$ cat config.mk
export PLATFORM = sky130hd
export DESIGN_NAME = iso_tx_fifo
export DESIGN_NICKNAME = d
export VERILOG_FILES = /design/src/rtl/iso_tx_fifo.sv
export SDC_FILE = /design/constraint.sdc
export NUM_CORES = 1
export LEC_CHECK = 0
export ABC_AREA = 1
export BUFFER_PORTS_ARGS = -buffer_cell sky130_fd_sc_hd__buf_2
export CORE_UTILIZATION = 25
export CTS_CLUSTER_DIAMETER = 30
export DETAILED_ROUTE_END_ITERATION = 6
export PLACE_DENSITY_LB_ADDON = 0.3
export SLEW_MARGIN = 20
export SYNTH_ARGS = -nofsm -noshare
export SYNTH_HDL_FRONTEND = slang
export SYNTH_SLANG_ARGS = --single-unit
$ cat constraint.sdc
create_clock -name clk_i -period 2.2 [get_ports clk_i]
set_input_delay 0.22 -clock clk_i [delete_from_list [all_inputs] [get_ports clk_i]]
set_output_delay 0.22 -clock clk_i [all_outputs]
set_load 0.03 [all_outputs]
$ cat src/rtl/iso_tx_fifo.sv
// Circular-buffer FIFO that feeds the source port of a downstream 4-phase clock-domain crossing.
// Define ISO_TX_FIFO_FALLTHROUGH_EN to pass words straight from in_* to out_* when the FIFO is empty.
module iso_tx_fifo #(
  parameter int DATA_WIDTH = 32,
  parameter int DEPTH      = 4
) (
  input  logic                       clk_i,
  input  logic                       rst_i,
  input  logic                       flush_i,
  input  logic                       in_valid_i,
  output logic                       in_ready_o,
  input  logic [DATA_WIDTH-1:0]      in_data_i,
  output logic                       out_valid_o,
  input  logic                       out_ready_i,
  output logic [DATA_WIDTH-1:0]      out_data_o,
  output logic [$clog2(DEPTH):0]     usage_o,
  output logic                       full_o,
  output logic                       empty_o
);

  localparam int PTR_W = $clog2(DEPTH);
  localparam int CNT_W = PTR_W + 1;
  localparam logic [CNT_W-1:0] FULL_CNT = CNT_W'(DEPTH);

  logic [DATA_WIDTH-1:0] mem [DEPTH];
  logic [PTR_W-1:0]      rd_ptr;
  logic [PTR_W-1:0]      wr_ptr;
  logic [CNT_W-1:0]      count;

  logic push;
  logic pop;
  logic store_en;
  logic mem_pop;

  assign full_o     = (count == FULL_CNT);
  assign empty_o    = (count == '0);
  assign usage_o    = count;
  assign in_ready_o = !full_o && !flush_i;

  // NOTE: every output of a combinational block gets a default first, so no path can leave it
  // unassigned and infer a latch.
  always_comb begin
    out_valid_o = !empty_o;
    out_data_o  = mem[rd_ptr];
`ifdef ISO_TX_FIFO_FALLTHROUGH_EN
    if (empty_o) begin
      out_valid_o = in_valid_i && !flush_i;
      out_data_o  = in_data_i;
    end
`endif
  end

  assign push = in_valid_i && in_ready_o;
  assign pop  = out_valid_o && out_ready_i;

`ifdef ISO_TX_FIFO_FALLTHROUGH_EN
  // A word taken downstream while the FIFO is empty bypasses storage entirely.
  assign store_en = push && !(empty_o && out_ready_i);
  assign mem_pop  = pop && !empty_o;
`else
  assign store_en = push;
  assign mem_pop  = pop;
`endif

  // NOTE: payload storage has no reset; stale words are unreachable once the pointers and
  // counter are cleared, and leaving it out keeps the array a plain RAM.
  always_ff @(posedge clk_i) begin
    if (store_en) begin
      mem[wr_ptr] <= in_data_i;
    end
  end

  // NOTE: sequential state uses non-blocking assignments so every register samples the
  // pre-edge values regardless of statement order.
  always_ff @(posedge clk_i) begin
    if (rst_i || flush_i) begin
      rd_ptr <= '0;
      wr_ptr <= '0;
      count  <= '0;
    end else begin
      if (store_en) begin
        wr_ptr <= wr_ptr + PTR_W'(1);
      end
      if (mem_pop) begin
        rd_ptr <= rd_ptr + PTR_W'(1);
      end
      case ({store_en, mem_pop})
        2'b10:   count <= count + CNT_W'(1);
        2'b01:   count <= count - CNT_W'(1);
        default: count <= count;
      endcase
    end
  end

endmodule
# Word-level counts from Yosys, hierarchy flattened
# Memories as Yosys holds them, arrays and structs flattened. A register that Yosys moved wholly into a read port is not among the register bits.
# Index checks and enable logic that the tools add are counted.
[op_classes] add_sub_neg=4 n_eq_ne=3 mux=5 reduce_logical=9
[op_table] cell="3-bit one-hot mux with 2 select lines" n=1
[op_table] cell="2-bit by 1-bit adder with 2-bit output, second input constant" n=2
[op_table] cell="2-bit two-way mux" n=2
[op_table] cell="3-bit by 1-bit adder with 3-bit output, second input constant" n=1
[op_table] cell="3-bit equality test, second input constant" n=1
[op_table] cell="1-bit logical AND" n=3
[op_table] cell="1-bit zero test" n=3
[op_table] cell="3-bit zero test" n=1
[op_table] cell="3-bit by 1-bit subtractor with 3-bit output, second input constant" n=1
[op_table] cell="2-bit by 1-bit equality test with 1-bit output, second input constant" n=1
[op_table] cell="2-bit equality test, second input constant" n=1
[op_table] cell="1-bit two-way mux" n=2
[op_table] cell="2-bit nonzero test" n=1
[op_table] cell="1-bit logical OR" n=1
[word_totals] regBits=7 ram_bits=128 n_memories=1 in_bits=37
[mem_list] name="mem" depth=4 word_bits=32 read_ports=1 rd_ports_with_merged_regs=1 write_ports=1 line_no="25" rtl="logic [DATA_WIDTH-1:0] mem [DEPTH];"

# Logic depth before layout (Yosys ltp)
[logic_depth] word_depth=6 depth_mapped=13

# Worst setup path after synthesis
# No wires, ideal clock.
[synth_path] kind="register to register" startpoint="reg count[1] (netlist: usage_o[1])" endpoint="mem mem[0][0], enable pin" setup_ns=0.421 period_less_slack_ns=2.632 setup_slack_ns=-0.432 stages_incl_launch_ff=5 t_arrival_ns=2.211 path_cell_list="dfxtp_1 nor2_2 nand2_2 nand3_4 nor2_1"
[synth_via] elab_chain_len=6
[synth_rtl] item="start: declaration" line_no="28" rtl="logic [CNT_W-1:0] count;"
[synth_rtl] item="start signal: assignment" line_no="88" rtl="2'b10: count <= count + CNT_W'(1);"
[synth_rtl] item="start signal: assignment" line_no="89" rtl="2'b01: count <= count - CNT_W'(1);"
[synth_rtl] item="start signal: assignment" line_no="90" rtl="default: count <= count;"
[synth_rtl] item="3-bit equality test" line_no="35" rtl="assign full_o = (count == FULL_CNT);"
[synth_rtl] item="1-bit zero test" line_no="38" rtl="assign in_ready_o = !full_o && !flush_i;"
[synth_rtl] item="1-bit logical AND" line_no="38"
[synth_rtl] item="1-bit logical AND" line_no="53" rtl="assign push = in_valid_i && in_ready_o;"
[synth_rtl] item="1-bit two-way mux" line_no="68" rtl="if (store_en) begin"
[synth_rtl] item="1-bit two-way mux (not written as such)" line_no="69" rtl="mem[wr_ptr] <= in_data_i;"
[synth_rtl] item="end: declaration" line_no="25"
# Every way passes these cells.

==> run metrics <==
DR vias=3285; register area=4030 um2; post-synth top area share=72.3%; GR Util met1=14.1%; worst hold stages=1; Total Nets Final=518; PD cells=933 nW/um2; VDD IR max=0.430 mV; Ys Warns=0; fillers=2041; Syn Nets=430; Hold Path Origin=in_data_i[26]; Clock Root Buffer=clkbuf_16; Max Root-Sink Buffers=2; share of the core filled with cells=32.4%; Max-slew headroom=72.8%; CP max stage delay=~0.41 ns; largest cells by area after synthesis=edfxtp_1 (72%), nor2_1 (5.4%), o22ai_1 (3.8%), o21ai_0 (3.5%), dfxtp_1 (3.4%); Critical Path Start Type=register; met3 GRT Util=3.77%; Remaining Overflow, GRT=0; register area share after synthesis=75.7%; ant diodes=0; multi-input logic area=between 1000 and 1500 um2; die height=~150 um; initial core utilization=25.9%; Leak=2.39 nW; worst r2r dst=usage_o[2]; Worst Reg-to-Reg Cells=11; H-tree depth=4; Worst R2R Start=usage_o[1]; post-synthesis instance area=5320 um2; GRT met2 Usage=18.9%; detailed placement HPWL=7.34 mm; slowest CP cell=dfxtp_4; Avg Cell Area, Syn=13.7 um2; GP Congestion=0.712; FF-to-FF setup slack=0.32 ns; initial DRC count=approximately 230; Req. time, crit path=1.98 ns; Final ANT Viol Nets=0; Hold Buf Count CTS=0; peak-usage layer in the global routing report=met2; clk_lat worst skew=0.41 ns; vias per cell=4.33; first-pass GRT wire length=about 19 mm; Synth Instances=387; die area=21900 um2; CP cell instances=inv_8 -> o21ai_0 -> o22ai_1 -> buf_2; clock buffer count from CTS=17; core region area=20600 um2; register bit total from synthesis=~140; status=finished, final reports clean; # rows=between 50 and 60; RSZ-0062 raised after global routing=false; Die X-Extent=148 um; leading area contributor after synthesis=edfxtp_1; crit path buf inv count=2; area grow syn2layout=25.1%; drt drc=0; WL/cell=~16 um; DRT Wirelength=12.0 mm; clk slew on worst S/H paths=roughly 0.06 ns; worst slew pin tran=0.406 ns; end of the worst hold path=mem[1][26]; CTS tree=yes; Worst EP arrival=around 1.7 ns; maxcap violations=0; ratio of cells with drive above 1 in the final layout=27.0%; unique cell type count in the Yosys netlist=22; vias in the first global route=3377; Fmax=510 MHz; setup violators final=0; port buffer count=75; max-slew violations=0; worst-path fanout max=64; CP Class=reg2out; crit share post-route=between 80% and 90%; Final Hold Fails=0; largest net degree at the start of global routing=65; min Tclk post-route=just under 2 ns; pre-CTS setup slack=0.331 ns; Clock Skew=between 0.007 and 0.008 ns; I/O Pins=76; initial antenna violation count=2; GR Util All Layers=between 10% and 20%; Min-Delay Path Class=in2reg; First-pass DRT Iterations=4; clock sinks=137; top cell family by delay on the critical path=buffers and inverters; final worst setup slack=0.239 ns; Worst setup EP type=output port
[cell usage after synthesis]
cell / instances
o21ai_0: 37
nand2_2: 3
buf_4: 3
buf_6: 9
fa_1: 1
nor2_2: 2
nor2_1: 76
inv_1: 22
dfxtp_1: 9
o22ai_1: 32
a21oi_1: 3
o21ai_1: 29
inv_8: 1
nand3_4: 1
nand2_1: 14
nand3_1: 2
clkbuf_1: 1
inv_2: 1
nand4_1: 2
ha_1: 5
buf_2: 6
edfxtp_1: 128
[kinds of logic after synthesis]
kind of cell               share of synthesized area [%]
AOI/OAI and AO/OA                                   10.3
buffers and inverters                               4.80
adders and majority gates                           1.55
DFF                                                 75.7
and+or+nand+nor                                     7.70
[how the worst max path moves through the flow]
stage,startpoint,endpoint,slack [ns],cells past startpoint
floorplan,usage_o[1],mem[0][0],-0.43,4
global placement,usage_o[1],usage_o[2],0.38,12
detailed placement,usage_o[1],usage_o[2],0.33,12
CTS,register,out_data_o[30],0.07,4
global route,register,out_data_o[30],0.07,4
finish,register,out_data_o[22],0.24,4
[worst reg2reg max path: stages, from the launching register on]
cell and delay [ns]:
dfxtp_1 0.34, nor2_2 0.18, nand2_2 0.12, nand3_4 0.17
ha_1 0.20, inv_1 0.07, fa_1 0.38, nand2_1 0.08
nand3_1 0.08, nand2_1 0.06, nand2_1 0.04, nor2_1 0.09
[sequential cells by signal (all words and copies together) (netlist names), named ones only]
register and cells:
usage_o 3, wr_ptr 2, mem 128, rd_ptr 2
[layout by cell type (no fill, tap or decap), drive strengths merged]
cell type / Yosys / routed
nor2: 78 / 78
clkinvlp: 0 / 3
a21oi: 3 / 3
clkinv: 0 / 3
nand4: 2 / 2
inv: 24 / 25
nand2: 17 / 17
fa: 1 / 1
ha: 5 / 5
clkbuf: 1 / 22
bufinv: 0 / 3
buf: 18 / 88
edfxtp: 128 / 128
dfxtp: 9 / 9
o21ai: 66 / 66
nand3: 3 / 3
o22ai: 32 / 32
[layer usage]
layer	routed length (um)	vias up	part of all wire, %
li1	-	1591	-
met1	5330	1595	45
met2	5830	76	49
met3	616	19	5.2
met4	154	4	1.3
met5	18	-	0.15
[metrics by stage]
step	power, mW	std cells	instance area, um2	TNS (ns)	hold WS, ns
4_1_cts	6.29	758	6650	0	0.000292
6_report	6.21	758	6650	0	0.0226
2_1_floorplan	3.17	387	5320	-55.28	0.319
3_5_place_dp	3.31	726	6030	0	0.443
3_3_place_gp	3.30	726	6030	0	0.431
5_1_grt	6.43	758	6650	0	0.00547
[power breakdown]
| part | internal (mW) | leakage [nW] | switching [mW] | total (mW) |
|---|---|---|---|---|
| registers | 2.90 | 1.24 | 0.0147 | 2.91 |
| clock network | 1.90 | 0.299 | 1.06 | 2.96 |
| logic | 0.0971 | 0.855 | 0.239 | 0.336 |
[cell type report]
class / instances / area share [%]
clock inverter: 10 / 2.11
inverter: 24 / 1.47
timing repair buffer: 88 / 7.49
tap: 270 / 5.08
clock buffer: 22 / 7.28
multi-input combinational: 207 / 16.0
sequential: 137 / 60.5
[what timing repair did]
action,CTS,global route
resized for setup,0,1
hold endpoints to repair,0,0
setup endpoints to repair,0,1
buffers inserted,0,0
No activity file was read; power rests on OpenSTA's default activity.
